`config.mk`:
```
export PLATFORM = sky130hd
export DESIGN_NAME = fdiv_frac_arbiter_flat
export DESIGN_NICKNAME = d
export VERILOG_FILES = /design/src/rtl/fdiv_frac_arbiter_if.sv /design/src/rtl/fdiv_frac_arbiter.sv /design/src/flat_wrapper.sv
export SDC_FILE = /design/constraint.sdc
export NUM_CORES = 1
export LEC_CHECK = 0
export ABC_AREA = 1
export BUFFER_PORTS_ARGS = -buffer_cell sky130_fd_sc_hd__buf_4
export CORE_MARGIN = 10
export CORE_UTILIZATION = 45
export DETAILED_ROUTE_END_ITERATION = 6
export HOLD_SLACK_MARGIN = 0.1
export PLACE_DENSITY = 0.81
export SETUP_SLACK_MARGIN = 0.3
export SLEW_MARGIN = 20
export SYNTH_ARGS = -nofsm -noshare
export SYNTH_HDL_FRONTEND = slang
export SYNTH_SLANG_ARGS = --single-unit
```
`constraint.sdc`:
```
create_clock -name clk_i -period 2.65 [get_ports clk_i]
set_input_delay 0.265 -clock clk_i [delete_from_list [all_inputs] [get_ports clk_i]]
set_output_delay 0.265 -clock clk_i [all_outputs]
set_load 0.05 [all_outputs]
```
`src/rtl/fdiv_frac_arbiter_if.sv`:
```
// Requester, response and shared-divider signals of the fraction-divide arbiter.
// The slave modport is the arbiter's view; master is the surrounding system.
interface fdiv_frac_arbiter_if;
    logic        req0_valid_i;
    logic        req0_ready_o;
    logic [23:0] req0_a_i;
    logic [23:0] req0_b_i;
    logic        req1_valid_i;
    logic        req1_ready_o;
    logic [23:0] req1_a_i;
    logic [23:0] req1_b_i;

    logic        rsp_valid_o;
    logic        rsp_ready_i;
    logic        rsp_id_o;
    logic [23:0] rsp_q_o;
    logic        rsp_err_o;

    logic        div_start_o;
    logic [23:0] div_frac_a_o;
    logic [23:0] div_frac_b_o;
    logic        div_done_i;
    logic [23:0] div_frac_q_i;

    logic        busy_o;

    modport slave (
        input  req0_valid_i, req0_a_i, req0_b_i,
        input  req1_valid_i, req1_a_i, req1_b_i,
        output req0_ready_o, req1_ready_o,
        output rsp_valid_o, rsp_id_o, rsp_q_o, rsp_err_o,
        input  rsp_ready_i,
        output div_start_o, div_frac_a_o, div_frac_b_o,
        input  div_done_i, div_frac_q_i,
        output busy_o
    );

    modport master (
        output req0_valid_i, req0_a_i, req0_b_i,
        output req1_valid_i, req1_a_i, req1_b_i,
        input  req0_ready_o, req1_ready_o,
        input  rsp_valid_o, rsp_id_o, rsp_q_o, rsp_err_o,
        output rsp_ready_i,
        input  div_start_o, div_frac_a_o, div_frac_b_o,
        output div_done_i, div_frac_q_i,
        input  busy_o
    );
endinterface

```
`src/rtl/fdiv_frac_arbiter.sv`:
```
// Two-requester arbiter in front of a single shared fraction divider.
// One operation in flight; zero divisors are answered directly without the divider.
module fdiv_frac_arbiter #(
    parameter bit RR_EN = 1'b1
) (
    input  logic                 clk_i,
    input  logic                 rst_ni,
    fdiv_frac_arbiter_if.slave   bus
);

    typedef enum logic [2:0] {
        StIdle,
        StLaunch,
        StWaitDone,
        StCapture,
        StResp
    } state_e;

    state_e      state_q;
    logic        prio_q;      // requester that wins a tie next (round-robin only)
    logic [23:0] a_q;
    logic [23:0] b_q;
    logic        id_q;
    logic [23:0] rsp_q_q;
    logic        rsp_err_q;
    logic        rsp_valid_q;
    logic        div_start_q;
    logic        busy_q;

    logic        gnt0;
    logic        gnt1;
    logic        accept;
    logic [23:0] acc_a;
    logic [23:0] acc_b;

    always_comb begin
        gnt0 = 1'b0;
        gnt1 = 1'b0;
        if (state_q == StIdle) begin
            if (bus.req0_valid_i && bus.req1_valid_i) begin
                if (RR_EN && prio_q) begin
                    gnt1 = 1'b1;
                end else begin
                    gnt0 = 1'b1;
                end
            end else begin
                gnt0 = bus.req0_valid_i;
                gnt1 = bus.req1_valid_i;
            end
        end
    end

    assign accept = gnt0 | gnt1;
    assign acc_a  = gnt1 ? bus.req1_a_i : bus.req0_a_i;
    assign acc_b  = gnt1 ? bus.req1_b_i : bus.req0_b_i;

    always_ff @(posedge clk_i or negedge rst_ni) begin
        if (!rst_ni) begin
            state_q     <= StIdle;
            prio_q      <= 1'b0;
            a_q         <= 24'h0;
            b_q         <= 24'h0;
            id_q        <= 1'b0;
            rsp_q_q     <= 24'h0;
            rsp_err_q   <= 1'b0;
            rsp_valid_q <= 1'b0;
            div_start_q <= 1'b0;
            busy_q      <= 1'b0;
        end else begin
            div_start_q <= 1'b0;
            unique case (state_q)
                StIdle: begin
                    if (accept) begin
                        a_q    <= acc_a;
                        b_q    <= acc_b;
                        id_q   <= gnt1;
                        prio_q <= gnt0;
                        busy_q <= 1'b1;
                        if (acc_b == 24'h0) begin
                            rsp_q_q     <= 24'h0;
                            rsp_err_q   <= 1'b1;
                            rsp_valid_q <= 1'b1;
                            state_q     <= StResp;
                        end else begin
                            div_start_q <= 1'b1;
                            state_q     <= StLaunch;
                        end
                    end
                end
                StLaunch: begin
                    state_q <= StWaitDone;
                end
                StWaitDone: begin
                    if (bus.div_done_i) begin
                        state_q <= StCapture;
                    end
                end
                StCapture: begin
                    // Divider quotient register is valid the cycle after its done flag.
                    rsp_q_q     <= bus.div_frac_q_i;
                    rsp_err_q   <= 1'b0;
                    rsp_valid_q <= 1'b1;
                    state_q     <= StResp;
                end
                StResp: begin
                    if (bus.rsp_ready_i) begin
                        rsp_valid_q <= 1'b0;
                        busy_q      <= 1'b0;
                        state_q     <= StIdle;
                    end
                end
                default: begin
                    state_q <= StIdle;
                end
            endcase
        end
    end

    assign bus.req0_ready_o = gnt0;
    assign bus.req1_ready_o = gnt1;
    assign bus.rsp_valid_o  = rsp_valid_q;
    assign bus.rsp_id_o     = id_q;
    assign bus.rsp_q_o      = rsp_q_q;
    assign bus.rsp_err_o    = rsp_err_q;
    assign bus.div_start_o  = div_start_q;
    assign bus.div_frac_a_o = a_q;
    assign bus.div_frac_b_o = b_q;
    assign bus.busy_o       = busy_q;

endmodule

```
`src/flat_wrapper.sv`:
```
// flat-port wrapper written by rule: the top's interface ports become plain ports
module fdiv_frac_arbiter_flat 
#(
    parameter bit RR_EN = 1'b1
)
  (clk_i, rst_ni, bus_req0_valid_i, bus_req0_a_i, bus_req0_b_i, bus_req1_valid_i, bus_req1_a_i, bus_req1_b_i, bus_req0_ready_o, bus_req1_ready_o, bus_rsp_valid_o, bus_rsp_id_o, bus_rsp_q_o, bus_rsp_err_o, bus_rsp_ready_i, bus_div_start_o, bus_div_frac_a_o, bus_div_frac_b_o, bus_div_done_i, bus_div_frac_q_i, bus_busy_o);
  fdiv_frac_arbiter_if bus_i ();
  input  logic clk_i;
  input  logic rst_ni;
  input wire logic [$bits(bus_i.req0_valid_i)-1:0] bus_req0_valid_i;
  input wire logic [$bits(bus_i.req0_a_i)-1:0] bus_req0_a_i;
  input wire logic [$bits(bus_i.req0_b_i)-1:0] bus_req0_b_i;
  input wire logic [$bits(bus_i.req1_valid_i)-1:0] bus_req1_valid_i;
  input wire logic [$bits(bus_i.req1_a_i)-1:0] bus_req1_a_i;
  input wire logic [$bits(bus_i.req1_b_i)-1:0] bus_req1_b_i;
  output wire logic [$bits(bus_i.req0_ready_o)-1:0] bus_req0_ready_o;
  output wire logic [$bits(bus_i.req1_ready_o)-1:0] bus_req1_ready_o;
  output wire logic [$bits(bus_i.rsp_valid_o)-1:0] bus_rsp_valid_o;
  output wire logic [$bits(bus_i.rsp_id_o)-1:0] bus_rsp_id_o;
  output wire logic [$bits(bus_i.rsp_q_o)-1:0] bus_rsp_q_o;
  output wire logic [$bits(bus_i.rsp_err_o)-1:0] bus_rsp_err_o;
  input wire logic [$bits(bus_i.rsp_ready_i)-1:0] bus_rsp_ready_i;
  output wire logic [$bits(bus_i.div_start_o)-1:0] bus_div_start_o;
  output wire logic [$bits(bus_i.div_frac_a_o)-1:0] bus_div_frac_a_o;
  output wire logic [$bits(bus_i.div_frac_b_o)-1:0] bus_div_frac_b_o;
  input wire logic [$bits(bus_i.div_done_i)-1:0] bus_div_done_i;
  input wire logic [$bits(bus_i.div_frac_q_i)-1:0] bus_div_frac_q_i;
  output wire logic [$bits(bus_i.busy_o)-1:0] bus_busy_o;
  assign bus_i.req0_valid_i = bus_req0_valid_i;
  assign bus_i.req0_a_i = bus_req0_a_i;
  assign bus_i.req0_b_i = bus_req0_b_i;
  assign bus_i.req1_valid_i = bus_req1_valid_i;
  assign bus_i.req1_a_i = bus_req1_a_i;
  assign bus_i.req1_b_i = bus_req1_b_i;
  assign bus_req0_ready_o = bus_i.req0_ready_o;
  assign bus_req1_ready_o = bus_i.req1_ready_o;
  assign bus_rsp_valid_o = bus_i.rsp_valid_o;
  assign bus_rsp_id_o = bus_i.rsp_id_o;
  assign bus_rsp_q_o = bus_i.rsp_q_o;
  assign bus_rsp_err_o = bus_i.rsp_err_o;
  assign bus_i.rsp_ready_i = bus_rsp_ready_i;
  assign bus_div_start_o = bus_i.div_start_o;
  assign bus_div_frac_a_o = bus_i.div_frac_a_o;
  assign bus_div_frac_b_o = bus_i.div_frac_b_o;
  assign bus_i.div_done_i = bus_div_done_i;
  assign bus_i.div_frac_q_i = bus_div_frac_q_i;
  assign bus_busy_o = bus_i.busy_o;
  fdiv_frac_arbiter #(.RR_EN(RR_EN)) u_core (.clk_i(clk_i), .rst_ni(rst_ni), .bus(bus_i));
endmodule
```
# After elaboration in Yosys (flattened, before gate mapping)
# Index checks and enable logic that the tools add are counted.
[word_totals]
elab_cells = 56
ff_bits = 81
in_bits = 126
[classes]
eq_ne = 8
n_reduce_logical = 11
mux = 26
bitwise_logic = 1
[ops]
columns = ["cell", "n"]
rows = [
  ["$mux 24", 4],
  ["$pmux 24 s2", 1],
  ["$logic_not 24->1", 1],
  ["$pmux 3 s5", 1],
  ["$mux 1", 13],
  ["$mux 3", 4],
  ["$reduce_and 3->1", 3],
  ["$eq 3x2->1 const B", 2],
  ["$ne 2x2->1 const B", 3],
  ["$pmux 1 s2", 2],
  ["$reduce_and 4->1", 1],
  ["$reduce_bool 2->1", 2],
  ["$eq 3x1->1 const B", 1],
  ["$eq 3x3->1 const B", 1],
  ["$logic_not 3->1", 1],
  ["$pmux 1 s3", 1],
  ["$reduce_bool 3->1", 1],
  ["$ne 2x1->1 const B", 1],
  ["$reduce_and 2->1", 1],
  ["$logic_and 1x1->1", 1],
  ["$or 1x1->1", 1],
]

# Depth between registers and ports, before layout
# Gate-level depths: netlist of run 1.
[depth]
word_depth = 8
ltp_mapped = 17

# Worst setup path after synthesis of run 1
# Ideal clock, no wire load.
[synth_path]
path_type = "reg-to-reg"
from = "register u_core.state_q[1]"
to = "register u_core.rsp_err_q (netlist: u_core.bus.rsp_err_o)"
arrival_time_ns = 2.411
path_slack_ns = 0.120
path_buffers = 1
setup_ns = 0.119
path_stages_with_launch = 14
cell_sequence = "dfrtp_1 > inv_2 > nand2_2 > nor2_4 > nand2_1 > a21oi_1 > nor2_1 > nand2_1 > o21ai_0 > inv_1 > nand2_4 > buf_6 > nand2_1 > nand2_1"
[synth_rtl]
columns = ["element", "line", "source"]
rows = [
  ["start: declaration", "fdiv_frac_arbiter.sv:19", "state_e state_q;"],
  ["start signal: assignment", "fdiv_frac_arbiter.sv:59", "state_q <= StIdle;"],
  ["start signal: assignment", "fdiv_frac_arbiter.sv:83", "state_q <= StResp;"],
  ["start signal: assignment", "fdiv_frac_arbiter.sv:86", "state_q <= StLaunch;"],
  ["$logic_not 3->1", "fdiv_frac_arbiter.sv:39", "if (state_q == StIdle) begin"],
  ["$mux 1", "fdiv_frac_arbiter.sv:39", ""],
  ["named net bus_req0_ready_o", "flat_wrapper.sv:16", "output wire logic [$bits(bus_i.req0_ready_o)-1:0] bus_req0_ready_o;"],
  ["$or 1x1->1", "fdiv_frac_arbiter.sv:53", "assign accept = gnt0 | gnt1;"],
  ["$ne 2x1->1 (no line)", "--", ""],
  ["$reduce_and 3->1 (no line)", "--", ""],
  ["end signal: assignment", "fdiv_frac_arbiter.sv:65", "rsp_err_q <= 1'b0;"],
  ["end signal: assignment", "fdiv_frac_arbiter.sv:81", "rsp_err_q <= 1'b1;"],
  ["end signal: assignment", "fdiv_frac_arbiter.sv:101", "rsp_err_q <= 1'b0;"],
  ["end: declaration", "fdiv_frac_arbiter.sv:25", "logic rsp_err_q;"],
]
# The timed path passes the listed nets, and every way through them passes these cells.
# A chain may end at the register's enable or synchronous reset.

# Final worst setup path of run 1
[layout_path]
from = "register u_core.state_q[0]"
to = "output bus_req1_ready_o"
[layout_via]
elab_chain_cells = 2
[layout_rtl]
columns = ["element", "line", "source"]
rows = [
  ["$logic_not 3->1", "fdiv_frac_arbiter.sv:39", ""],
  ["$mux 1", "fdiv_frac_arbiter.sv:39", ""],
  ["end: declaration", "flat_wrapper.sv:17", "output wire logic [$bits(bus_i.req1_ready_o)-1:0] bus_req1_ready_o;"],
]
# Every way passes these cells.

==> results of run 1 <==
-- per-stage QoR --
| step | area, µm² | hold slack (ps) | power, mW | utilization, % | instances |
|---|---|---|---|---|---|
| finish | 5730 | 119 | 8.23 | 70.8 | 784 |
| floorplan | 3700 | -30.6 | 5.49 | - | 463 |
| detailed placement | 5280 | 464 | 6.98 | 65.3 | 752 |
| global placement | 5280 | 455 | 6.87 | 65.3 | 752 |
| CTS | 5550 | 100 | 7.97 | 68.6 | 772 |
| global route | 5730 | 106 | 8.72 | 70.8 | 784 |
-- critical path, cell delays in order (launching register included) --
cell,delay (ps)
dfrtp_1,410
inv_2,70
nand2_2,80
nor2_4,210
buf_12,150
nand2_4,80
inv_2,160
buf_6,240
buf_4,240
-- worst paths after layout --
kind / slack, ps / to / start
worst min register to register: 480 / u_core.bus.rsp_q_o[0] / u_core.bus.rsp_q_o[0]
worst min-delay path: 120 / u_core.bus.rsp_q_o[0] / bus_div_frac_q_i[0]
worst max register to register: 440 / u_core.bus.rsp_q_o[16] / u_core.state_q[0]
max in group asynchronous: 1640 / u_core.bus.div_frac_b_o[21] / rst_ni
worst max-delay path: 400 / bus_req1_ready_o / u_core.state_q[0]
min in group asynchronous: 500 / u_core.bus.div_frac_b_o[1] / rst_ni
-- state kept, by name (all words and copies together) (netlist names) --
| register | cells |
|---|---|
| u_core.bus.busy_o | 1 |
| u_core.bus.div_frac_a_o | 24 |
| u_core.bus.div_frac_b_o | 24 |
| u_core.bus.div_start_o | 1 |
| u_core.bus.rsp_err_o | 1 |
| u_core.bus.rsp_id_o | 1 |
| u_core.bus.rsp_q_o | 24 |
| u_core.bus.rsp_valid_o | 1 |
| u_core.prio_q | 1 |
| u_core.state_q | 3 |
-- layout make-up --
class	instances	area, µm²
sequential	81	2030
multi-input combinational	350	1580
timing repair buffer	222	1740
tap	105	131
inverter	10	37.5
clock inverter	7	83.8
clock buffer	9	124
fill	639	2370
-- layout by cell type, fill, tap and decap left out, types with 2 or more instances in the layout --
| cell type | count |
|---|---|
| buf_4 | 211 |
| nand2_1 | 196 |
| dfrtp_1 | 81 |
| nor2_1 | 64 |
| a31oi_1 | 49 |
| nand3_1 | 23 |
| clkbuf_8 | 9 |
| inv_2 | 5 |
| inv_1 | 5 |
| nand2_4 | 4 |
| dlygate4sd3_1 | 4 |
| nor2_2 | 3 |
| inv_6 | 3 |
| buf_6 | 3 |
| buf_12 | 3 |
| nand2_8 | 2 |
| o21ai_0 | 2 |
-- per-layer routing --
metal  GRT usage, %  share of wire [%]
met5              0                  0
met4           6.25                1.8
met3           7.03                8.7
met2           32.7                 50
met1           22.9                 40
-- report_power, final --
part	switching (mW)	leakage [nW]	internal (mW)
clock network	0.502	0.103	0.454
logic	3.55	1.96	1.58
registers	0.330	0.957	1.81
-- what timing repair did --
| item | in CTS | in global routing |
|---|---|---|
| setup endpoints to repair | 81 | 51 |
| pin swaps | 1 | 6 |
| resized for setup | 3 | 10 |
| setup buffers | 1 | 6 |
| cloned | 1 | 4 |
| hold endpoints to repair | 2 | 82 |
| hold buffers | 2 | 2 |
-- kinds of logic after synthesis --
| family | Yosys count |
|---|---|
| flip-flops | 81 |
| AO/OA/AOI/OAI | 55 |
| AND/OR/NAND/NOR | 291 |
| buffers and inverters | 36 |
==> flow_summary.yaml, run 1 <==
status:
  status: "complete, no violations"
synthesis:
  syn_area_per_cell_um2: 7.99
  yosysWarnings: 0
  synth_top_family_by_area: "simple AND/OR/NAND/NOR gates"
  synth.top_cells.by_area: "dfrtp_1 (55%), nand2_1 (20%), a31oi_1 (8.3%)"
  synth_edf_count: 0
  synth_area_mm2: 0.00370
  synthTopCellsByCount: "nand2_1 (196), dfrtp_1 (81), nor2_1 (67)"
  synth.most_common_cell: "nand2_1"
  yosysUniqueCellTypes: 18
  yosysTopAreaCellShare_pct: 54.8
  synth.net_count: 589
  ys.flop_type: "dfrtp_1"
  synth_mux_area_share_pct: 0
  synth-seq-area-share_pct: 54.8
  synth_adder_area_share_pct: 0
  synth-simple-area-share_pct: 31.0
  synth_seq_cells: 81
  synth_compound_area_share_pct: 9.33
  synth_area_leader_cell: "dfrtp_1"
  async_flop_share_pct: 100
  syn_inst: 463
  synth_xor_area_share_pct: 0
placed_design:
  portBuffers: 204
  gp_congestion: 0.842
  hpwl_um: 9460
  pre_cts_ws_ps: -482
setup_path:
  crit_fanout: 26
  path_class: "flop to output pin"
  endpoint_kind: "output pin"
  startpoint_type: "flop"
  cp_data_arrival_time_ps: 1980
  cp_data_required_time_ps: 2380
  reg2reg_depth: 15
floorplanning:
  rows: 33
  io_pins: 205
  die_w_um: 111
  die_y_um: 111
  start_util_pct: 45.7
  dieArea_mm2: 0.0122
  coreArea_mm2: 0.00809
clocking:
  clk_pin_slew_ps: 90
  cts_buffers: 9
  cts_max_level: 3
  clock_tree.buffer_depth: 2
  clockRootBuffer: "clkbuf_8"
  cts.sinks: 81
  cts_tree: "done"
  clk_latency_ps: 350
cells_and_area:
  n_antenna_cell: 0
  fin_nets: 800
  syn_to_final_growth_pct: 54.8
  drive_gt1_share_pct: 37.3
grt:
  grt_pass1_wl_um: 19900
  grt_max_degree: 82
  antenna_found_initial: 0
  grt_usage_pct: 19.6
  grt_pass1_vias: 3841
  grt_overflow: 0
job:
  cap_violations: 0
detailed_routing:
  vias: 3980
  wl_um: 13200
  firstDrtPassIters: 4
  ant_nets: 0
  via_per_inst: 5.08
  route.detailed.drc: 0
  routedWlPerCell_um: 16.8
  first_iter_violations: 242
timing:
  hold_viol: 0
  setup_tns_ps: 0
  fmax_mhz: 445
  fin_crit_sh_pct: 84.8
  rsz0062_at_grt: "false"
  timing.final.ws_setup_ps: 403
  finalSetupViolCount: 0
  maxSlewViolCount: 0
  worst_slew_pin_slew_ps: 720
  slew_headroom_pct: 52.0
  period_minus_slack_ps: 2250
  finClkSkew_ps: 7.54
power:
  cellLeakagePower_nw: 3.02
  p_per_area_mw_per_mm2: 1440
  peakVddDrop_mv: 0.761
min_path:
  hp-class: "input pin to flop"
  min_path_cells: 3
No activity file was read; power rests on OpenSTA's default activity.
==> run 2: changes to the inputs <==
==> constraint.sdc (replaced) <==
create_clock -name clk_i -period 2.2 [get_ports clk_i]
set_input_delay 0.22 -clock clk_i [delete_from_list [all_inputs] [get_ports clk_i]]
set_output_delay 0.22 -clock clk_i [all_outputs]
set_load 0.05 [all_outputs]
==> run 2 against run 1 <==
Effect of this change: worst hold slack worse by 18 ps; clock power is 11% higher; clock skew is 2.8 ps higher; largest power group unchanged; via count is 15% higher; global-route usage is 3.2 points higher; first-iteration DRC count is 52% higher; design area is 21% higher; routed wire length is 33% higher; the flow now finishes with violations (DRC, setup timing).
==> flow_summary.yaml, run 2 (synthesis results as in run 1) <==
setup_path:
  slowest_stage: "dfrtp_1"
  startpoint_type: "flop"
  crit_top_cell: "nand2_1"
  slowest_delay_ps: 410
  crit_path_cell_trace: "inv_2 > nand2_4 > nor2_4 > buf_12 > nand2_8 > nand2_1 > nand2_1 > nor2_1 > nand2_1 > nor2_2 > nand3_2 > nand2_8 > nand2_8 > nand2_1 > nand2_1"
  path_class: "flop to flop"
  cp_top_family: "simple AND/OR/NAND/NOR gates"
  cp_data_arrival_time_ps: 2460
  path_buf_inv: 2
  endpoint_kind: "flop"
  cp_data_required_time_ps: 2450
  crit_fanout: 12
  r2r_slack_ps: -10
power:
  p_comb_share_pct: 68.5
  peakVddDrop_mv: 0.959
  power_switching_mw: 6.46
  p_per_area_mw_per_mm2: 1740
  power.internal_mw: 5.60
  p_sw_share_pct: 53.6
  total_power_mw: 12.1
  sequentialPowerShare_pct: 22.7
  pwr-share-clk_pct: 8.8
  cellLeakagePower_nw: 3.37
detailed_routing:
  routedWlPerCell_um: 21.0
  wl_um: 17500
  ant_nets: 0
  first_iter_violations: 369
  vias: 4590
  via_per_inst: 5.51
  route.detailed.drc: 1
  firstDrtPassIters: 7
timing:
  rsz0062_at_grt: "true"
  maxSlewViolCount: 0
  slew_headroom_pct: 66.8
  fin_crit_sh_pct: 101
  finalSetupViolCount: 3
  finClkSkew_ps: 10.3
  hold_viol: 0
  timing.final.ws_setup_ps: -14.1
  worst_slew_pin_slew_ps: 498
  setup_tns_ps: -26.6
  fmax_mhz: 452
  period_minus_slack_ps: 2210
cells_and_area:
  fillerInstances: 419
  layout_commonest_cell: "buf_4"
  drive_gt1_share_pct: 47.9
  syn_to_final_growth_pct: 87.4
  fin_nets: 849
  final_cell_area_mm2: 0.00693
  fin_util_pct: 85.7
  n_antenna_cell: 0
  final_cell_mix: "buf_4 (216), nand2_1 (178), dfrtp_1 (81), a31oi_1 (35), nor2_1 (34)"
placed_design:
  pre_cts_ws_ps: 18.3
  post_dp_cell_area_mm2: 0.00536
  gp_congestion: 0.796
  hpwl_um: 9870
  portBuffers: 204
grt:
  grt_pass1_vias: 4341
  grt_overflow: 0
  grt_pass1_wl_um: 23100
  antenna_found_initial: 0
  grt_usage_pct: 22.8
  grt_max_degree: 48
clocking:
  cts_tree: "done"
  cts_buffers: 9
  cts.sinks: 81
  cts_max_level: 3
  clockRootBuffer: "clkbuf_8"
  clk_pin_slew_ps: 100
  clock_tree.buffer_depth: 2
  clk_latency_ps: 370
floorplanning:
  dieArea_mm2: 0.0122
  io_pins: 205
  coreArea_mm2: 0.00809
  rows: 33
  die_w_um: 111
  start_util_pct: 45.7
  die_y_um: 111
status:
  violations: "DRC, setup timing"
  status: "complete, but fails checks"
min_path:
  hp-class: "input pin to flop"
job:
  cap_violations: 0
==> run 2: cell count changes in the layout (fill, tap and decap cells not counted), sizes merged <==
cell / previous run / this run
inv: 14 / 13
a21boi: 2 / 1
nand2: 203 / 205
dlygate4sd3: 4 / 27
clkinvlp: 1 / 3
clkbuf: 10 / 15
bufinv: 1 / 0
clkinv: 1 / 2
buf: 217 / 236
==> run 2: layer usage <==
layer  GRT usage (%)  share of wire (%)  vias to the layer above
met4            10.3                4.9                        0
met3            7.03                9.6                       85
li1                -                  -                     2021
met1            24.6                 35                     2162
met2            39.9                 51                      322
met5               0                  0                        -
==> run 2: tightest hold or removal path: stages <==
cell and delay [ps]:
buf_4 110, nand2_1 50, a31oi_1 60
==> run 2: power by group through the flow <==
stage	Sequential (mW)	Clock [mW]	Combinational, mW
5_1_grt	2.80	1.12	8.65
3_3_place_gp	2.57	0	5.78
3_5_place_dp	2.61	0	5.90
6_report	2.74	1.06	8.26
2_1_floorplan	4.74	0	1.90
4_1_cts	2.58	1.07	6.71
==> run 2: final cells by class <==
class	count	area, µm²	share of cell area, %
inverter	10	66.3	0.957
multi-input combinational	351	2090	30.2
clock buffer	9	124	1.79
tap	105	131	1.90
timing repair buffer	269	2410	34.8
clock inverter	7	60.1	0.866
timing repair inverter	1	16.3	0.235
sequential	81	2030	29.2
==> run 2: worst paths after layout <==
| path | cells past startpoint | start | end |
|---|---|---|---|
| worst max-delay path | 15 | u_core.state_q[0] | u_core.bus.rsp_q_o[0] |
| worst min-delay path | 3 | bus_req1_a_i[11] | u_core.bus.div_frac_a_o[11] |
| worst max register to register | 15 | u_core.state_q[0] | u_core.bus.rsp_q_o[0] |
| worst min register to register | 2 | u_core.bus.rsp_q_o[16] | u_core.bus.rsp_q_o[16] |
| max in group asynchronous | 3 | rst_ni | u_core.bus.div_frac_b_o[23] |
| min in group asynchronous | 2 | rst_ni | u_core.bus.div_frac_b_o[19] |
==> run 2: timing repair <==
item	4_1_cts	5_1_grt
hold buffers	27	0
buffers inserted	10	9
pin swaps	14	15
hold endpoints to repair	60	0
endpoints found under the setup margin	32	79
gates cloned	6	10
resized for setup	41	97
==> run 2: metrics by stage <==
| step | hold slack (ps) | std cells |
|---|---|---|
| 6_report | 101 | 833 |
| 5_1_grt | 115 | 833 |
| 4_1_cts | 100 | 814 |
| 3_5_place_dp | 208 | 755 |
| 3_3_place_gp | 211 | 755 |
| 2_1_floorplan | -75.6 | 463 |
==> run 3: changes to the inputs <==
--- a/config.mk
+++ b/config.mk
@@ -12,6 +12,7 @@
 export DETAILED_ROUTE_END_ITERATION = 6
 export HOLD_SLACK_MARGIN = 0.1
 export PLACE_DENSITY = 0.81
+export RECOVER_POWER = 25
 export SETUP_SLACK_MARGIN = 0.3
 export SLEW_MARGIN = 20
 export SYNTH_ARGS = -nofsm -noshare
==> constraint.sdc (replaced) <==
create_clock -name clk_i -period 2.5 [get_ports clk_i]
set_input_delay 0.25 -clock clk_i [delete_from_list [all_inputs] [get_ports clk_i]]
set_output_delay 0.25 -clock clk_i [all_outputs]
set_load 0.05 [all_outputs]
==> run 3 against run 2 <==
Effect of this change: the run ends with capacitance limit, slew limit left; utilization fell by 13 points; first-iteration DRC count fell by 40%; worst setup slack improved by 330 ps; largest cell class is now flip-flops and latches; highest routed layer unchanged.
==> flow_summary.yaml, run 3 (synthesis results as in run 1) <==
timing:
  maxSlewViolCount: 82
  slew_headroom_pct: -18.3
  period_minus_slack_ps: 2180
  fmax_mhz: 458
  rsz0062_at_grt: "true"
  worst_slew_pin_slew_ps: 1770
  finClkSkew_ps: 12.7
  finalSetupViolCount: 0
  fin_crit_sh_pct: 87.3
  hold_viol: 0
  holdWs_ps: 113
placed_design:
  post_dp_cell_area_mm2: 0.00529
  gp_congestion: 0.828
  hpwl_um: 9660
  portBuffers: 204
grt:
  grt_overflow: 0
  grt_pass1_vias: 4110
  grt_usage_pct: 20.3
  antenna_found_initial: 0
  grt_max_degree: 82
  grt_pass1_wl_um: 20500
cells_and_area:
  fin_nets: 810
  layout_commonest_cell: "buf_4"
  n_antenna_cell: 0
  final_cell_mix: "buf_4 (211), nand2_1 (196), dfrtp_1 (81), nor2_1 (62), a31oi_1 (49)"
  syn_to_final_growth_pct: 58.8
  final_cell_area_mm2: 0.00587
  drive_gt1_share_pct: 37.9
floorplanning:
  start_util_pct: 45.7
  io_pins: 205
  coreArea_mm2: 0.00809
  dieArea_mm2: 0.0122
  die_y_um: 111
  rows: 33
  die_w_um: 111
clocking:
  cts_max_level: 3
  clockRootBuffer: "clkbuf_8"
  clk_pin_slew_ps: 90
  cts.sinks: 81
  cts_tree: "done"
  cts_buffers: 9
  clock_tree.buffer_depth: 2
  clk_latency_ps: 340
setup_path:
  endpoint_kind: "flop"
  path_class: "flop to flop"
  crit_path_cell_trace: "inv_2 > nand2_2 > nor2_4 > buf_12 > buf_6 > nand3_1 > nand2_1 > nor2_1 > nand2_1 > nor2_2 > nand3_2 > nand2_4 > nand2_4 > nand2_1 > nand2_1"
  cp_top_family: "simple AND/OR/NAND/NOR gates"
  slowest_delay_ps: 400
  cp_data_required_time_ps: 2720
  path_buf_inv: 3
  startpoint_type: "flop"
  cp_data_arrival_time_ps: 2400
  crit_fanout: 23
  crit_top_cell: "nand2_1"
  slowest_stage: "dfrtp_1"
power:
  peakVddDrop_mv: 0.810
  cellLeakagePower_nw: 3.06
  p_per_area_mw_per_mm2: 1490
  total_power_mw: 8.75
job:
  cap_violations: 1
detailed_routing:
  route.detailed.drc: 0
  vias: 4029
  first_iter_violations: 220
  wl_um: 13600
  ant_nets: 0
  via_per_inst: 5.07
  routedWlPerCell_um: 17.2
  firstDrtPassIters: 4
min_path:
  hp-class: "input pin to flop"
status:
  status: "complete, but fails checks"
  violations: "capacitance limit, slew limit"
[run 3: changes by cell type in the layout (fill, tap and decap cells not counted), moves of 13 or more]
cell,delta
nand2_2,-14
dlygate4sd3_1,-13
nor2_1,+28
a31oi_1,+14
nand2_1,+18
nor2_4,-21
[run 3: worst paths after layout]
check | from | to | slack, ps | depth (start not counted)
setup / recovery | u_core.state_q[1] | u_core.bus.rsp_q_o[19] | 320 | 15
hold / removal | bus_div_frac_q_i[7] | u_core.bus.rsp_q_o[7] | 110 | 3
setup reg to reg | u_core.state_q[1] | u_core.bus.rsp_q_o[19] | 320 | 15
hold reg to reg | u_core.bus.rsp_q_o[13] | u_core.bus.rsp_q_o[13] | 480 | 2
max in group asynchronous | rst_ni | u_core.bus.rsp_q_o[5] | 510 | 2
min in group asynchronous | rst_ni | u_core.bus.div_frac_b_o[1] | 930 | 2
[run 3: layout make-up]
| cell class | count | area [µm²] |
|---|---|---|
| sequential | 81 | 2030 |
| timing repair buffer | 231 | 1820 |
| inverter | 10 | 37.5 |
| clock buffer | 9 | 124 |
| multi-input combinational | 351 | 1660 |
| tap | 105 | 131 |
| fill | 637 | 2220 |
| clock inverter | 7 | 70.1 |
[run 3: metrics by stage]
step	setup TNS [ps]	worst slack, ps	cells	util, %
after floorplan	0	348	463	-
after global placement	-6990	-241	753	65.4
after detailed placement	-10520	-337	753	65.4
after CTS	0	317	784	69.9
after global routing	0	165	794	72.6
final	0	316	794	72.6
[run 3: metal layers]
metal / vias to the layer above / share of wire, % / global-route usage, %
met5: - / 0 / 0
met4: 0 / 2.3 / 6.94
met3: 22 / 8.5 / 7.25
met2: 177 / 51 / 34.4
met1: 1884 / 39 / 23.1
li1: 1946 / - / -
[run 3: timing repair]
item                                    CTS  global route
gates resized for setup                   3            24
cloned                                    1             4
hold buffers                             13             1
pin swaps                                 1             7
endpoints found under the hold margin    13            81
setup buffers                             1             5
endpoints found under the setup margin   80            28
[run 3: worst min-delay path, stage by stage]
cell     delay, ps
buf_4           80
nand2_1         40
nand2_1         60
[run 3: report_power, final]
| group | switching (mW) | leakage, nW | internal (mW) |
|---|---|---|---|
| Sequential | 0.346 | 0.957 | 1.92 |
| Combinational | 3.86 | 2.00 | 1.67 |
| Clock | 0.495 | 0.0994 | 0.462 |
| Total | 4.70 | 3.06 | 4.05 |
